File: src/rtl/round_if.sv
// Signal bundle between the evolution engine, the RAM bank multiplexer and the trigger source.
interface round_if #(
  parameter int unsigned W = 12
);
  logic             global_evo_en;
  logic             prev_status;
  logic             wden;
  logic [2*W-1:0]   round_read_pos;
  logic [2*W-1:0]   round_write_pos;
  logic             live;

  modport master (
    input  global_evo_en,
    input  prev_status,
    output wden,
    output round_read_pos,
    output round_write_pos,
    output live
  );

  modport slave (
    output global_evo_en,
    output prev_status,
    input  wden,
    input  round_read_pos,
    input  round_write_pos,
    input  live
  );
endinterface

File: src/rtl/round.sv
// Game-of-Life evolution engine: one toroidal generation per trigger edge, 12 cycles per cell,
// reading the 9-cell neighbourhood through a 2-cycle-latency RAM and writing the new state.
module round #(
  parameter int unsigned M = 300,
  parameter int unsigned N = 400,
  parameter int unsigned W = 12
) (
  input  logic   clk,
  input  logic   rst,
  round_if.master bus
);
  localparam int unsigned AddrW = 2 * W;

  typedef enum logic {StIdle, StBusy} state_e;

  state_e             state_q, state_d;
  logic               evo_q, evo_d;
  logic [3:0]         slot_q, slot_d;
  logic [W-1:0]       row_q, row_d;
  logic [W-1:0]       col_q, col_d;
  logic [3:0]         cnt_q, cnt_d;
  logic               centre_q, centre_d;
  logic               wden_q, wden_d;
  logic               live_q, live_d;
  logic [AddrW-1:0]   rd_pos_q, rd_pos_d;
  logic [AddrW-1:0]   wr_pos_q, wr_pos_d;

  // Neighbour idx 0..8 walks (dr,dc) row-major from (-1,-1) to (+1,+1) with toroidal wrap.
  function automatic logic [AddrW-1:0] nb_addr(input logic [W-1:0] r, input logic [W-1:0] c,
                                               input logic [3:0] idx);
    logic [W-1:0] nr;
    logic [W-1:0] nc;
    if (idx < 4'd3) begin
      nr = (r == '0) ? W'(M - 1) : r - 1'b1;
    end else if (idx < 4'd6) begin
      nr = r;
    end else begin
      nr = (r == W'(M - 1)) ? '0 : r + 1'b1;
    end
    case (idx)
      4'd0, 4'd3, 4'd6: nc = (c == '0) ? W'(N - 1) : c - 1'b1;
      4'd1, 4'd4, 4'd7: nc = c;
      default:          nc = (c == W'(N - 1)) ? '0 : c + 1'b1;
    endcase
    return AddrW'(nr) * AddrW'(N) + AddrW'(nc);
  endfunction

  always_comb begin
    state_d  = state_q;
    evo_d    = bus.global_evo_en;
    slot_d   = slot_q;
    row_d    = row_q;
    col_d    = col_q;
    cnt_d    = cnt_q;
    centre_d = centre_q;
    wden_d   = 1'b0;
    live_d   = live_q;
    rd_pos_d = rd_pos_q;
    wr_pos_d = wr_pos_q;

    unique case (state_q)
      StIdle: begin
        if (bus.global_evo_en != evo_q) begin
          state_d  = StBusy;
          slot_d   = '0;
          row_d    = '0;
          col_d    = '0;
          cnt_d    = '0;
          centre_d = 1'b0;
          rd_pos_d = nb_addr('0, '0, 4'd0);
        end
      end
      StBusy: begin
        slot_d = slot_q + 4'd1;
        if (slot_q < 4'd8) begin
          rd_pos_d = nb_addr(row_q, col_q, slot_q + 4'd1);
        end
        // Data for the address shown in slot k arrives in slot k+2; the centre lands in slot 6.
        if (slot_q >= 4'd2 && slot_q <= 4'd10) begin
          if (slot_q == 4'd6) begin
            centre_d = bus.prev_status;
          end else begin
            cnt_d = cnt_q + {3'b000, bus.prev_status};
          end
        end
        if (slot_q == 4'd10) begin
          wden_d   = 1'b1;
          wr_pos_d = nb_addr(row_q, col_q, 4'd4);
          live_d   = (cnt_d == 4'd3) | (centre_q & (cnt_d == 4'd2));
        end
        if (slot_q == 4'd11) begin
          slot_d   = '0;
          cnt_d    = '0;
          centre_d = 1'b0;
          if (row_q == W'(M - 1) && col_q == W'(N - 1)) begin
            state_d = StIdle;
          end else begin
            if (col_q == W'(N - 1)) begin
              col_d = '0;
              row_d = row_q + 1'b1;
            end else begin
              col_d = col_q + 1'b1;
            end
            rd_pos_d = nb_addr(row_d, col_d, 4'd0);
          end
        end
      end
      default: state_d = StIdle;
    endcase
  end

  always_ff @(posedge clk) begin
    if (rst) begin
      state_q  <= StIdle;
      evo_q    <= bus.global_evo_en;
      slot_q   <= '0;
      row_q    <= '0;
      col_q    <= '0;
      cnt_q    <= '0;
      centre_q <= 1'b0;
      wden_q   <= 1'b0;
      live_q   <= 1'b0;
      rd_pos_q <= '0;
      wr_pos_q <= '0;
    end else begin
      state_q  <= state_d;
      evo_q    <= evo_d;
      slot_q   <= slot_d;
      row_q    <= row_d;
      col_q    <= col_d;
      cnt_q    <= cnt_d;
      centre_q <= centre_d;
      wden_q   <= wden_d;
      live_q   <= live_d;
      rd_pos_q <= rd_pos_d;
      wr_pos_q <= wr_pos_d;
    end
  end

  assign bus.wden            = wden_q;
  assign bus.live            = live_q;
  assign bus.round_read_pos  = rd_pos_q;
  assign bus.round_write_pos = wr_pos_q;
endmodule

File: src/flat_wrapper.sv
// flat-port wrapper written by rule: the top's interface ports become plain ports
module round_flat 
#(
  parameter int unsigned M = 300,
  parameter int unsigned N = 400,
  parameter int unsigned W = 12
)
  (clk, rst, bus_global_evo_en, bus_prev_status, bus_wden, bus_round_read_pos, bus_round_write_pos, bus_live);
  round_if #(.W(W)) bus_i ();
  input  logic clk;
  input  logic rst;
  input wire logic [$bits(bus_i.global_evo_en)-1:0] bus_global_evo_en;
  input wire logic [$bits(bus_i.prev_status)-1:0] bus_prev_status;
  output wire logic [$bits(bus_i.wden)-1:0] bus_wden;
  output wire logic [$bits(bus_i.round_read_pos)-1:0] bus_round_read_pos;
  output wire logic [$bits(bus_i.round_write_pos)-1:0] bus_round_write_pos;
  output wire logic [$bits(bus_i.live)-1:0] bus_live;
  assign bus_i.global_evo_en = bus_global_evo_en;
  assign bus_i.prev_status = bus_prev_status;
  assign bus_wden = bus_i.wden;
  assign bus_round_read_pos = bus_i.round_read_pos;
  assign bus_round_write_pos = bus_i.round_write_pos;
  assign bus_live = bus_i.live;
  round #(.M(M), .N(N), .W(W)) u_core (.clk(clk), .rst(rst), .bus(bus_i));
endmodule
File: config.mk
export PLATFORM = sky130hd
export DESIGN_NAME = round_flat
export DESIGN_NICKNAME = d
export VERILOG_FILES = /design/src/rtl/round_if.sv /design/src/rtl/round.sv /design/src/flat_wrapper.sv
export SDC_FILE = /design/constraint.sdc
export NUM_CORES = 1
export LEC_CHECK = 0
export ABC_CLOCK_PERIOD_IN_PS = 6300
export BUFFER_PORTS_ARGS = -buffer_cell sky130_fd_sc_hd__buf_2
export CAP_MARGIN = 20
export CORE_ASPECT_RATIO = 0.5
export CORE_MARGIN = 2
export CORE_UTILIZATION = 58
export DETAILED_ROUTE_END_ITERATION = 7
export GPL_ROUTABILITY_DRIVEN = 0
export PLACE_DENSITY = 0.79
export RECOVER_POWER = 100
export SYNTH_ARGS = -nofsm -noshare
export SYNTH_HDL_FRONTEND = slang
export SYNTH_SLANG_ARGS = --single-unit
File: constraint.sdc
create_clock -name clk -period 6.3 [get_ports clk]
set_input_delay 0.63 -clock clk [delete_from_list [all_inputs] [get_ports clk]]
set_output_delay 0.63 -clock clk [all_outputs]
set_load 0.02 [all_outputs]
==> results.py <==
metrics = {
    "floorplanning": {
        "initial_core_util_pct": 59.2,
        "die_area_um2": 20000,
        "die_w_um": 198,
        "die-height_um": 101,
        "design.core.area_um2": 18400,
        "io_pins": 54,
        "rows": 35,
    },
    "flow_run": {
        "maxCapViolCount": 1,
    },
    "power_and_ir_drop": {
        "seq_power_share_pct": 40.2,
        "p_per_area_nw_per_um2": 114,
        "power.internal_uw": 912,
        "power_leakage_nw": 5.39,
        "clockPowerShare_pct": 41.1,
        "peakVddDrop_mv": 0.122,
        "net-switching-power_uw": 464,
        "comb_power_share_pct": 18.7,
        "swShare_pct": 33.7,
    },
    "timing": {
        "fin_crit_sh_pct": 95.6,
        "slew_viol_final": 51,
        "setup_viol": 0,
        "fin_worst_skew_ns": 0.0146,
        "max_freq_mhz": 166,
        "setup_tns_ns": 0,
        "worst_pin_slew_ns": 2.46,
        "final_hold_viol_count": 0,
        "period_minus_slack_ns": 6.02,
        "setup_ws_ns": 0.279,
        "hold_ws_ns": 0.415,
        "relSlewSlack_pct": -64.3,
    },
    "place": {
        "hpwl_um": 25800,
        "io_buffers": 51,
        "dp_slack_ns": -0.0506,
        "place_area_um2": 11600,
    },
    "finish": {
        "drive_gt1_share_pct": 9.24,
        "final_cell_area_um2": 12000,
        "nNetsFinal": 1686,
        "antenna_cells": 0,
        "post-route-util_pct": 65.5,
        "area_delta_synth_final_pct": 10.6,
    },
    "route": {
        "drc": 0,
        "drtAntennaViolNets": 0,
        "routed-via-count": 11110,
        "drtIter0Drc": 1241,
        "drtPass1Iterations": 7,
        "avgViaCountPerCell": 6.41,
        "wl_um": 32900,
        "wl_per_cell_um": 19.0,
    },
    "yosys": {
        "yosysTopAreaCell": "ha_1",
        "synth-adder-area-share_pct": 24.2,
        "syn_area_um2": 10900,
        "synth-edff-count": 0,
        "ys.flop_type": "dfxtp_1",
        "synthArstFlopShare_pct": 0,
        "synth_xor_area_share_pct": 9.41,
        "muxShareOfSynthArea_pct": 1.14,
        "ys_types": 83,
        "ys_top_cells_by_area": "ha_1 20%, dfxtp_1 15%, xnor2_1 6.5%, a21oi_1 5.2%, fa_1 4.4%",
        "synth_common_cells": "170 x ha_1, 127 x nor2_1, 114 x a21oi_1, 114 x inv_1, 114 x nand2_1",
        "synth_cells": 1428,
        "ys_seq_elements": 83,
        "yosysWarnings": 0,
        "seq_area_frac_synth_pct": 15.3,
        "synth-compound-area-share_pct": 23.5,
        "synth_simple_gate_area_share_pct": 20.0,
        "synth_most_common_cell": "ha_1",
        "synth_top_area_share_pct": 19.5,
        "synth_top_family_by_area": "adder cells",
        "syn_avg_cell_area_um2": 7.63,
    },
    "outcome": {
        "status": "finished with violations",
        "violations": "max-capacitance violations, max-slew violations",
    },
    "global_routing": {
        "grt_antenna_before_repair": 0,
        "overflow": 0,
        "grt_pass1_vias": 10352,
        "grt_max_degree": 51,
        "grt_first_pass_wirelength_um": 52500,
        "grtUsageTotal_pct": 33.1,
    },
    "critical_path": {
        "critPathMaxFanout": 8,
        "crit_arrival_ns": 6.30,
        "worst_setup_path_start_kind": "register",
        "crit_required_ns": 6.58,
        "critPathCaptureType": "register",
        "r2r_slack_ns": 0.28,
        "worstSetupPathType": "reg2reg",
    },
    "cts": {
        "cts_tree": "built",
        "clkTransAtPathRegs_ns": 0.08,
        "cts.sinks": 83,
        "hold_buffers": 0,
        "cts_buffer_depth": 2,
        "htree_levels": 3,
        "cts_root_buffer": "clkbuf_16",
        "cts_made_buffers": 9,
        "clock_latency_ns": 0.36,
    },
    "min_path": {
        "worst_hold_path_type": "in2reg",
    },
}
-- area by class of cell --
cell class                 instances  area (um2)
tap                              240         300
multi-input combinational       1162        8670
sequential                        83        1670
clock inverter                     7        76.3
inverter                         117         439
fill                            1555        6350
clock buffer                       9         225
timing repair buffer             115         664
-- routing by layer --
layer | vias up | global-route usage, % | part of all wire (%)
met4 | 0 | 11.3 | 3.1
met3 | 98 | 7.43 | 11
met2 | 612 | 52.0 | 43
met1 | 5176 | 44.9 | 43
met5 | - | 0 | 0
li1 | 5224 | - | -
-- cell usage in the layout, fill, tap and decap left out, types with 10 or more instances in the layout --
master / instances
ha_1: 166
nor2_1: 126
inv_1: 114
nand2_1: 113
a21oi_1: 112
xnor2_1: 80
o21ai_0: 79
dfxtp_1: 77
buf_4: 59
clkbuf_1: 52
nand3_1: 34
xor2_1: 34
nor3_1: 33
fa_1: 24
a211oi_1: 22
and3_1: 21
a21o_1: 20
a31oi_1: 20
nor2b_1: 17
nand4_1: 15
a22oi_1: 13
or3_1: 12
o211ai_1: 12
and2_1: 11
o22ai_1: 11
nand2b_1: 11
nor4_1: 10
-- per-stage QoR --
| stage | instances | power, mW |
|---|---|---|
| finish | 1733 | 1.38 |
| global route | 1733 | 1.42 |
| CTS | 1729 | 1.37 |
| detailed placement | 1713 | 0.813 |
| global placement | 1713 | 0.807 |
| floorplan | 1429 | 0.744 |
-- power by group through the flow --
stage	Combinational, mW	Sequential, mW	Clock, mW
2_1_floorplan	0.170	0.573	0
3_3_place_gp	0.242	0.564	0
3_5_place_dp	0.248	0.565	0
4_1_cts	0.251	0.552	0.566
5_1_grt	0.281	0.555	0.587
6_report	0.257	0.553	0.566
-- worst max-delay path, stage by stage (launching register included) --
cell and delay [ns]:
dfxtp_2 0.47, inv_1 0.19, ha_1 0.36, buf_4 0.19
or3b_2 0.45, a21o_1 0.19, mux2i_1 0.14, a211oi_1 0.06
buf_4 0.14, o31ai_4 0.05, inv_2 0.09, ha_1 0.29
ha_1 0.29, inv_1 0.05, fa_1 0.51, inv_1 0.05
ha_1 0.33, a21oi_1 0.28, xnor2_1 0.20, ha_1 0.32
and2_1 0.24, a31oi_1 0.25, nor2b_2 0.28, a21boi_1 0.11
xor2_1 0.18, a211oi_2 0.22
-- state kept, by name, indices dropped and copies added, names as in the netlist --
signal,flops
u_core.cnt_q,4
u_core.centre_q,1
u_core.slot_q,4
u_core.state_q,1
u_core.bus.round_read_pos,24
u_core.bus.live,1
u_core.col_q,12
u_core.row_q,12
u_core.bus.round_write_pos,22
u_core.bus.wden,1
u_core.evo_q,1
-- cell families (layout without fill, tap and decap cells) --
kind of cell	count (synthesis)	in the layout
adders and majority gates	196	196
xor gates and xnor gates	117	117
muxes	12	12
and+or+nand+nor	446	446
buffers and inverters	184	248
DFF	83	83
AOI/OAI and AO/OA	389	389
other	1	2
-- final timing paths --
kind | cells past startpoint | to | from
hold / removal | 1 | u_core.evo_q | bus_global_evo_en
hold reg to reg | 2 | u_core.bus.round_write_pos[4] | u_core.bus.round_write_pos[4]
setup reg to reg | 25 | u_core.bus.round_read_pos[16] | u_core.row_q[1]
setup / recovery | 25 | u_core.bus.round_read_pos[16] | u_core.row_q[1]
-- what timing repair did --
action	CTS	global route
gates resized for setup	3	32
setup endpoints to repair	2	10
pin swaps	0	5
buffers inserted	0	3
Note: power is estimated with default switching activity, not from simulation.
